### config.mk
export PLATFORM = sky130hd
export DESIGN_NAME = seq_accumulator
export DESIGN_NICKNAME = d
export VERILOG_FILES = /design/src/rtl/seq_accumulator_pkg.sv /design/src/rtl/carry_select_adder.sv /design/src/rtl/seq_accumulator.sv
export SDC_FILE = /design/constraint.sdc
export NUM_CORES = 1
export LEC_CHECK = 0
export CAP_MARGIN = 20
export CORE_UTILIZATION = 40
export CTS_CLUSTER_DIAMETER = 60
export CTS_CLUSTER_SIZE = 10
export DETAILED_ROUTE_END_ITERATION = 8
export PLACE_DENSITY = 0.67
export REMOVE_ABC_BUFFERS = 1
export SETUP_SLACK_MARGIN = 0.4
export SLEW_MARGIN = 40
export SYNTH_ARGS = -nofsm -noshare
export SYNTH_HDL_FRONTEND = slang
export SYNTH_SLANG_ARGS = --single-unit
### constraint.sdc
create_clock -name clk -period 5.35 [get_ports clk]
set_clock_uncertainty 0.15 [all_clocks]
set_input_delay 1.07 -clock clk [delete_from_list [all_inputs] [get_ports clk]]
set_output_delay 1.07 -clock clk [all_outputs]
set_load 0.02 [all_outputs]
### src/rtl/seq_accumulator_pkg.sv
// rtl/seq_accumulator_pkg.sv - shared types and constants for the burst accumulator
package seq_accumulator_pkg;

  localparam int DATA_W        = 32;
  localparam int CNT_W_DEFAULT = 8;

  typedef enum logic [1:0] {
    ST_IDLE  = 2'd0,
    ST_ACCUM = 2'd1,
    ST_HOLD  = 2'd2
  } state_e;

endpackage

### src/rtl/carry_select_adder.sv
// rtl/carry_select_adder.sv - 32-bit carry-select adder with carry-out and signed overflow
module carry_select_adder (
  input  logic [31:0] a,
  input  logic [31:0] b,
  input  logic        cin,
  output logic [31:0] sum,
  output logic        cout,
  output logic        overflow
);

  localparam int BLK  = 4;
  localparam int NBLK = 8;

  logic [NBLK:0] carry;

  assign carry[0] = cin;

  // Each nibble precomputes both carry-in outcomes; the incoming carry only selects.
  for (genvar g = 0; g < NBLK; g++) begin : g_blk
    logic [BLK:0] r0;
    logic [BLK:0] r1;
    assign r0 = {1'b0, a[g*BLK +: BLK]} + {1'b0, b[g*BLK +: BLK]};
    assign r1 = r0 + (BLK+1)'(1);
    assign sum[g*BLK +: BLK] = carry[g] ? r1[BLK-1:0] : r0[BLK-1:0];
    assign carry[g+1]        = carry[g] ? r1[BLK]     : r0[BLK];
  end

  assign cout     = carry[NBLK];
  assign overflow = (a[31] == b[31]) && (sum[31] != a[31]);

endmodule

### src/rtl/seq_accumulator.sv
// rtl/seq_accumulator.sv - signed add/subtract burst accumulator with held result handshake
module seq_accumulator
  import seq_accumulator_pkg::*;
#(
  parameter int CNT_W = CNT_W_DEFAULT
) (
  input  logic              clk,
  input  logic              rst_n,
  input  logic              in_valid,
  output logic              in_ready,
  input  logic [31:0]       in_data,
  input  logic              in_sub,
  input  logic              in_last,
  output logic              out_valid,
  input  logic              out_ready,
  output logic [31:0]       out_sum,
  output logic              out_cout,
  output logic              out_overflow,
  output logic [CNT_W-1:0]  out_count
);

  state_e             state_q, state_d;
  logic [DATA_W-1:0]  acc_q, acc_d;
  logic               cout_q, cout_d;
  logic               ovf_q, ovf_d;
  logic [CNT_W-1:0]   count_q, count_d;
  logic               in_ready_q, in_ready_d;
  logic               out_valid_q, out_valid_d;

  logic               accept;
  logic [DATA_W-1:0]  add_a, add_b, add_sum;
  logic               add_cin, add_cout, add_ovf;

  assign accept  = in_valid && in_ready_q;
  // The first beat of a burst starts from zero regardless of what acc holds.
  assign add_a   = (state_q == ST_IDLE) ? '0 : acc_q;
  assign add_b   = in_sub ? ~in_data : in_data;
  assign add_cin = in_sub;

  carry_select_adder u_adder (
    .a        (add_a),
    .b        (add_b),
    .cin      (add_cin),
    .sum      (add_sum),
    .cout     (add_cout),
    .overflow (add_ovf)
  );

  always_comb begin
    state_d = state_q;
    acc_d   = acc_q;
    cout_d  = cout_q;
    ovf_d   = ovf_q;
    count_d = count_q;
    case (state_q)
      ST_IDLE: begin
        if (accept) begin
          acc_d   = add_sum;
          cout_d  = add_cout;
          ovf_d   = add_ovf;
          count_d = CNT_W'(1);
          state_d = in_last ? ST_HOLD : ST_ACCUM;
        end
      end
      ST_ACCUM: begin
        if (accept) begin
          acc_d   = add_sum;
          cout_d  = add_cout;
          ovf_d   = ovf_q | add_ovf;
          count_d = (&count_q) ? count_q : count_q + CNT_W'(1);
          state_d = in_last ? ST_HOLD : ST_ACCUM;
        end
      end
      ST_HOLD: begin
        if (out_ready) begin
          acc_d   = '0;
          cout_d  = 1'b0;
          ovf_d   = 1'b0;
          count_d = '0;
          state_d = ST_IDLE;
        end
      end
      default: state_d = ST_IDLE;
    endcase
    in_ready_d  = (state_d != ST_HOLD);
    out_valid_d = (state_d == ST_HOLD);
  end

  always_ff @(posedge clk or negedge rst_n) begin
    if (!rst_n) begin
      state_q     <= ST_IDLE;
      acc_q       <= '0;
      cout_q      <= 1'b0;
      ovf_q       <= 1'b0;
      count_q     <= '0;
      in_ready_q  <= 1'b0;
      out_valid_q <= 1'b0;
    end else begin
      state_q     <= state_d;
      acc_q       <= acc_d;
      cout_q      <= cout_d;
      ovf_q       <= ovf_d;
      count_q     <= count_d;
      in_ready_q  <= in_ready_d;
      out_valid_q <= out_valid_d;
    end
  end

  assign in_ready     = in_ready_q;
  assign out_valid    = out_valid_q;
  assign out_sum      = acc_q;
  assign out_cout     = cout_q;
  assign out_overflow = ovf_q;
  assign out_count    = count_q;

endmodule

==> results.md, run 1 <==
* Worst-path clk slew at 0.09 ns
* Max VDD drop at 0.240 mV
* Synth-to-layout area growth at 34.8%
* Worst Tran Pin Value at 0.778 ns
* Die width at 105 µm
* Largest family of logic cells by synthesized area: simple AND/OR/NAND/NOR gates
* Die Span Y at 105 µm
* Seq/Total Area, Yosys at 27.1%
* Max clock buf depth at 2
* Synth Area in Simple Gates at 17.6%
* Metal2 WL at 5.11 mm
* Critical Path RT at 5.38 ns
* PD cells at 584 nW/µm²
* Most common cell in the netlist: nand2_1
* Critical path class: in -> reg
* CTS Root Buffer Type: clkbuf_8
* Vias in the first global route at 3907
* Synth Area in Adders at 17.3%
* # port buffers at 81
* Status: completed
* Metal3 WL at 239 µm
* CTS tree: yes
* Synth top area cells: dfrtp_1 27%, ha_1 14%, xor2_1 9.7%
* Routed Antenna Nets at 0
* Via count of the routed design at 3741
* Drt total wl at 10.3 mm
* Initial core utilization at 41.2%
* CTS buffer count at 5
* Syn Std Cell Area at 4250 µm²
* First-pass GRT wire length at 17.8 mm
* Min Tclk post-route at 5.23 ns
* Clock power frac at 6.8%
* Combinational power share at 74.5%
* Final hold vios at 0
* Slowest stage delay, CP at 0.55 ns
* CTS H-tree lvls at 2
* Crit path capture type: flop
* Pre-CTS setup slack at -0.625 ns
* Routed met1 length at 4.84 mm
* Post-synthesis mux area share at 3.47%
* Max Cap Viol at 0
* Dominant register cell in the synthesized netlist: dfrtp_1
* HP Class: reg -> reg
* RePlAce Congestion at 0.857
* Cell Rows at 37
* Mean Syn Cell Area at 8.92 µm²
* Core region area at 10300 µm²
* GR Overflow Total at 0
* Fill cells at 954
* P_leak at 2.59 nW
* Post-DP HPWL at 7.65 mm
* Cells after Synth at 477
* Crit path DAT at 5.26 ns
* Post-synth EDFFs at 0
* Distinct cell type count after synthesis at 48
* CP max FO at 4
* Post-synth top area share at 27.1%
* Worst setup slack after layout at 0.120 ns
* Layout cell share with drive strength beyond 1 at 13.7%
* Highest Signal Layer: met4
* Fraction of registers with async set/reset at 100%
* Clk_lat worst skew at 0.30 ns
* Per-cell routed wire length at 14.1 µm
* RSZ-0062 raised after global routing: true
* Fin nets at 683
* Via-per-instance ratio at 5.14
* Drt first-iter violations at 161
* Sw Pwr at 1.58 mW
* Commonest cells in the netlist: 49 x nand2_1, 47 x xor2_1, 46 x dfrtp_1, 46 x ha_1, 41 x o21ai_0
* Fmax achieved at 191 MHz
* Area leader, netlist: dfrtp_1
* Pint at 1.77 mW
* CTS Sinks at 46
* Final Util at 55.5%
* Crit-path slowest cell: fa_1
* Synth warn at 0
* Slew margin rel. at 48.1%
* I/O pins at 82
* Largest net degree at the start of global routing at 47
* Sw Ratio at 47.1%
* Tcrit/Tclk final at 97.8%
* Setup violations, final at 0
* Crit-path cells: buf_12 > xor2_2 > ha_2 > fa_1 > ha_2 > nand2_2 > or4b_4 > o221ai_2 > a211oi_2 > mux2i_1 > mux2_4 > mux2i_4 > mux2i_2 > mux2_4 > xor2_2 > buf_4 > buf_4 > o21ai_2 > a21oi_1
* Synth Area in Compound Gates at 13.8%
* Initial antenna violation count at 0
* Slew Viols, Final at 0
* Flop pwr share at 18.7%
* Total track usage at 19.7%
* Post-Synth XOR/XNOR Area at 17.1%
* 1st-pass router iterations at 4
* Die area at 11000 µm²
* Yosys reg bits at 46
* Total Power at 3.35 mW
* Critical Path Start Type: input pin
* Antenna Cells at 0
* # DRC at 0
[worst paths after layout]
kind	depth (start not counted)	startpoint	endpoint	slack (ns)
min in group asynchronous	2	rst_n	in_ready$_DFF_PN0_	0.72
worst max register to register	20	state_q[0]$_DFF_PN0_	out_sum[30]$_DFFE_PN0P_	0.29
max in group asynchronous	2	rst_n	out_sum[30]$_DFFE_PN0P_	3.92
worst max-delay path	19	in_sub	out_sum[30]$_DFFE_PN0P_	0.12
worst min-delay path	2	out_sum[8]$_DFFE_PN0P_	out_sum[8]$_DFFE_PN0P_	0.36
worst min register to register	2	out_sum[8]$_DFFE_PN0P_	out_sum[8]$_DFFE_PN0P_	0.36
[worst max-delay path, delay by kind of cell]
kind	cells	cell delay (ns)
fa+ha+maj	3	0.94
mux	5	1.49
compound gates	4	0.44
simple gates	2	0.61
xor+xnor	2	0.30
buf+inv	3	0.40
[metrics by stage]
step                      cell area, µm²  TNS [ns]  std cells  hold WS, ns
after detailed placement            5430     -4.49        714        0.340
after floorplan                     4190    -0.123        461        0.424
after CTS                           5670         0        726        0.361
final                               5730         0        728        0.355
after global placement              5430     -3.41        714        0.330
after global routing                5730   -0.0166        728        0.386
[layout make-up]
class                      instances  area (µm²)  share of cell area [%]
multi-input combinational        391        3090                    53.9
sequential                        46        1150                    20.1
timing repair buffer             123        1140                    19.9
tap                              136         170                    2.97
inverter                          24        90.1                    1.57
clock buffer                       7        86.3                    1.51
clock inverter                     1        5.00                  0.0873
[repair_timing]
item,in CTS,in global routing
pin swaps,18,8
setup buffers,4,2
resized for setup,33,11
hold buffers,0,0
endpoints found under the setup margin,14,14
gates cloned,0,0
[power by group through the flow]
stage / Combinational (mW) / Sequential (mW) / Clock (mW)
floorplan: 1.39 / 0.761 / 0
global placement: 2.31 / 0.629 / 0
detailed placement: 2.36 / 0.633 / 0
CTS: 2.45 / 0.628 / 0.232
global route: 2.78 / 0.649 / 0.246
finish: 2.50 / 0.626 / 0.228
[sequential cells by signal, summed over array words and instances, names as in the netlist]
name,flops
out_sum,32
out_count,8
out_valid,1
out_overflow,1
state_q,2
in_ready,1
out_cout,1
[kinds of logic after synthesis]
family	Yosys count
compound gates	97
xor+xnor	82
fa+ha+maj	54
buf+inv	40
flops	46
mux	13
simple gates	145
[routing by layer]
layer	global-route usage [%]	up-vias
li1	-	1857
met1	25.1	1808
met2	35.7	67
met3	2.12	9
met4	4.43	0
met5	0	-
[placed cells by master, fill, tap and decap left out, types with 12 or more instances in the layout]
master and count:
nor2b_1 32, buf_4 40, inv_1 24, xor2_1 44, a21oi_1 24, nand4_1 12
nor2_1 14, xnor2_1 29, clkdlybuf4s50_1 76, nand2_1 48, ha_1 43, dfrtp_1 46
o21ai_0 34
Power figures use the tool's default switching activity.
==> run 2, diff against run 1 <==
--- a/config.mk
+++ b/config.mk
@@ -10,7 +10,6 @@
 export CTS_CLUSTER_DIAMETER = 60
 export CTS_CLUSTER_SIZE = 10
 export DETAILED_ROUTE_END_ITERATION = 8
-export PLACE_DENSITY = 0.67
 export REMOVE_ABC_BUFFERS = 1
 export SETUP_SLACK_MARGIN = 0.4
 export SLEW_MARGIN = 40
==> constraint.sdc (replaced) <==
create_clock -name clk -period 5.8 [get_ports clk]
set_clock_uncertainty 0.15 [all_clocks]
set_input_delay 1.16 -clock clk [delete_from_list [all_inputs] [get_ports clk]]
set_output_delay 1.16 -clock clk [all_outputs]
set_load 0.02 [all_outputs]
==> run 2 against run 1 <==
  * Wire length shrank 1.4%
  * Sequential share of layout area increased by 0.38 points
  * Count of clock-buffer cells in the layout is 2 lower
  * Non-clock buffer count decreased by 13
  * Utilization decreased by 1.0 points
  * Sequential cell count is the same
  * First-iteration DRC count shrank 8.1%
  * Critical path type unchanged
  * Largest power group unchanged
==> results.md, run 2 (same netlist as run 1, synthesis figures left out) <==
* CTS tree: yes
* CTS Sinks at 46
* CP bufs+invs at 1
* Critical path class: in -> reg
* Via-per-instance ratio at 5.08
* CTS buffer count at 5
* Most frequent cells in the layout: 75 x clkdlybuf4s50_1, 48 x nand2_1, 46 x dfrtp_1
* Met2 Track Usage GR at 32.7%
* Worst Hold Endpoint: out_sum[11]$_DFFE_PN0P_
* Reg-to-Reg Start: state_q[0]$_DFF_PN0_
* I/O pins at 82
* Worst-path clk slew at 0.10 ns
* RSZ-0062 raised after global routing: false
* Tcrit/Tclk final at 91.0%
* Max clock buf depth at 2
* Crit path max-delay family: multiplexers
* Crit path DAT at 5.37 ns
* Critical Path RT at 5.89 ns
* CTS H-tree lvls at 2
* DP Cell Count at 700
* Most common cell after layout, fill and taps aside: clkdlybuf4s50_1
* Cts hold-fix bufs at 0
* Routed Antenna Nets at 0
* Core region area at 10300 µm²
* Drt first-iter violations at 148
* Worst path depth at 15
* Reg2reg setup slack at 0.63 ns
* PD cells at 530 nW/µm²
* Max reg flops at 32
* Per-cell routed wire length at 14.2 µm
* Crit-path slowest cell: clkdlybuf4s50_1
* Max VDD drop at 0.318 mV
* Layout cell share with drive strength beyond 1 at 11.4%
* GR Overflow Total at 0
* Clk_lat worst skew at 0.30 ns
* Worst r2r dst: out_cout$_DFFE_PN0P_
* Vias in the first global route at 3556
* Die Span Y at 105 µm
* Cell Rows at 37
* Max Cap Viol at 0
* Post-DP HPWL at 7.38 mm
* RePlAce Congestion at 0.819
* Slowest stage delay, CP at 0.48 ns
* Hold Crit Start: out_sum[11]$_DFFE_PN0P_
* P_leak at 2.53 nW
* Routing usage on met1 at 25.6%
* Setup violations, final at 0
* Via count of the routed design at 3630
* Initial antenna violation count at 0
* CP max FO at 4
* Die width at 105 µm
* Status: completed
* Final std cells w/o fill at 714
* Initial core utilization at 41.2%
* Final Util at 54.5%
* Crit-path cells: clkdlybuf4s50_1 > xor2_1 > ha_1 > xnor2_1 > or4b_4 > o221ai_4 > a211oi_4 > mux2i_2 > mux2_4 > mux2i_4 > mux2i_2 > mux2_4 > xor2_2 > or4_1 > nand3_1
* M3 GR Usage at 2.25%
* Fmax achieved at 190 MHz
* Worst Tran Pin Value at 0.636 ns
* Crit path capture type: flop
* Fin nets at 670
* # port buffers at 81
* Die area at 11000 µm²
* Final hold vios at 0
* Setup TNS at 0 ns
* CTS Root Buffer Type: clkbuf_8
* Total track usage at 19.0%
* Min Tclk post-route at 5.28 ns
* Critical Path Start Type: input pin
* Antenna Cells at 0
* GR peak layer: met2
* HP Class: reg -> reg
* Reg2Reg Depth at 17
* Drt total wl at 10.1 mm
* # DRC at 0
* Largest net degree at the start of global routing at 47
* Total Power at 2.98 mW
* 1st-pass router iterations at 4
* Slew Viols, Final at 0
* Synth-to-layout area growth at 32.2%
* Hold Slack at 0.350 ns
* Hold depth at 2
* Slew margin rel. at 57.6%
* First-pass GRT wire length at 16.9 mm
run 2: changes by cell type in the layout (fill, tap and decap cells not counted), moves of 2 or more:
cell | previous run | this run
buf_4 | 40 | 28
dlymetal6s2s_1 | 0 | 2
o21ai_0 | 34 | 41
o21ai_1 | 7 | 0
xnor2_1 | 29 | 32
xnor2_2 | 4 | 1
run 2: per-stage QoR:
step	setup slack (ns)	area [µm²]
2_1_floorplan	0.300	4190
3_3_place_gp	-0.150	5320
3_5_place_dp	-0.252	5330
4_1_cts	0.429	5470
5_1_grt	0.361	5620
6_report	0.523	5620
run 2: layout make-up:
class	instances	area, µm²
clock buffers	5	68.8
clock inverters	2	10.0
fillers	942	4700
inverters	24	90.1
multi-input cells	391	3110
flip-flops and latches	46	1150
well taps	136	170
repair buffers	110	1030
run 2: how the worst max path moves through the flow:
| stage | startpoint | endpoint | slack, ns |
|---|---|---|---|
| after floorplan | in_sub | out_cout$_DFFE_PN0P_ | 0.30 |
| after global placement | in_data[0] | out_cout$_DFFE_PN0P_ | -0.15 |
| after detailed placement | in_data[0] | out_cout$_DFFE_PN0P_ | -0.25 |
| after CTS | in_sub | out_cout$_DFFE_PN0P_ | 0.43 |
| after global routing | in_sub | out_sum[28]$_DFFE_PN0P_ | 0.36 |
| final | in_data[2] | out_cout$_DFFE_PN0P_ | 0.52 |
run 2: routing by layer:
| layer | wire (µm) | vias to the layer above |
|---|---|---|
| met2 | 5030 | 56 |
| li1 | - | 1832 |
| met1 | 4740 | 1734 |
| met3 | 260 | 8 |
| met5 | 0 | - |
| met4 | 113 | 0 |
run 2: timing repair:
item,in CTS,in global routing
setup buffers,3,4
setup endpoints to repair,9,11
pin swaps,10,16
gates resized for setup,12,23
run 2: worst reg2reg max path: stages (launching register included):
cell and delay (ns):
dfrtp_1 0.44, inv_1 0.11, ha_1 0.41, nor2b_1 0.11, ha_2 0.21, fa_1 0.43
xnor2_1 0.44, or4b_4 0.25, o221ai_4 0.11, a211oi_4 0.31, mux2i_2 0.33, mux2_4 0.36
mux2i_4 0.19, mux2i_2 0.28, mux2_4 0.37, xor2_2 0.16, or4_1 0.39, nand3_1 0.09
run 2: where the power goes:
part	switching [mW]	internal [mW]	leakage [nW]
combinational	1.21	1.00	1.90
clock	0.116	0.0814	0.0438
sequential	0.104	0.464	0.582
total	1.43	1.55	2.53
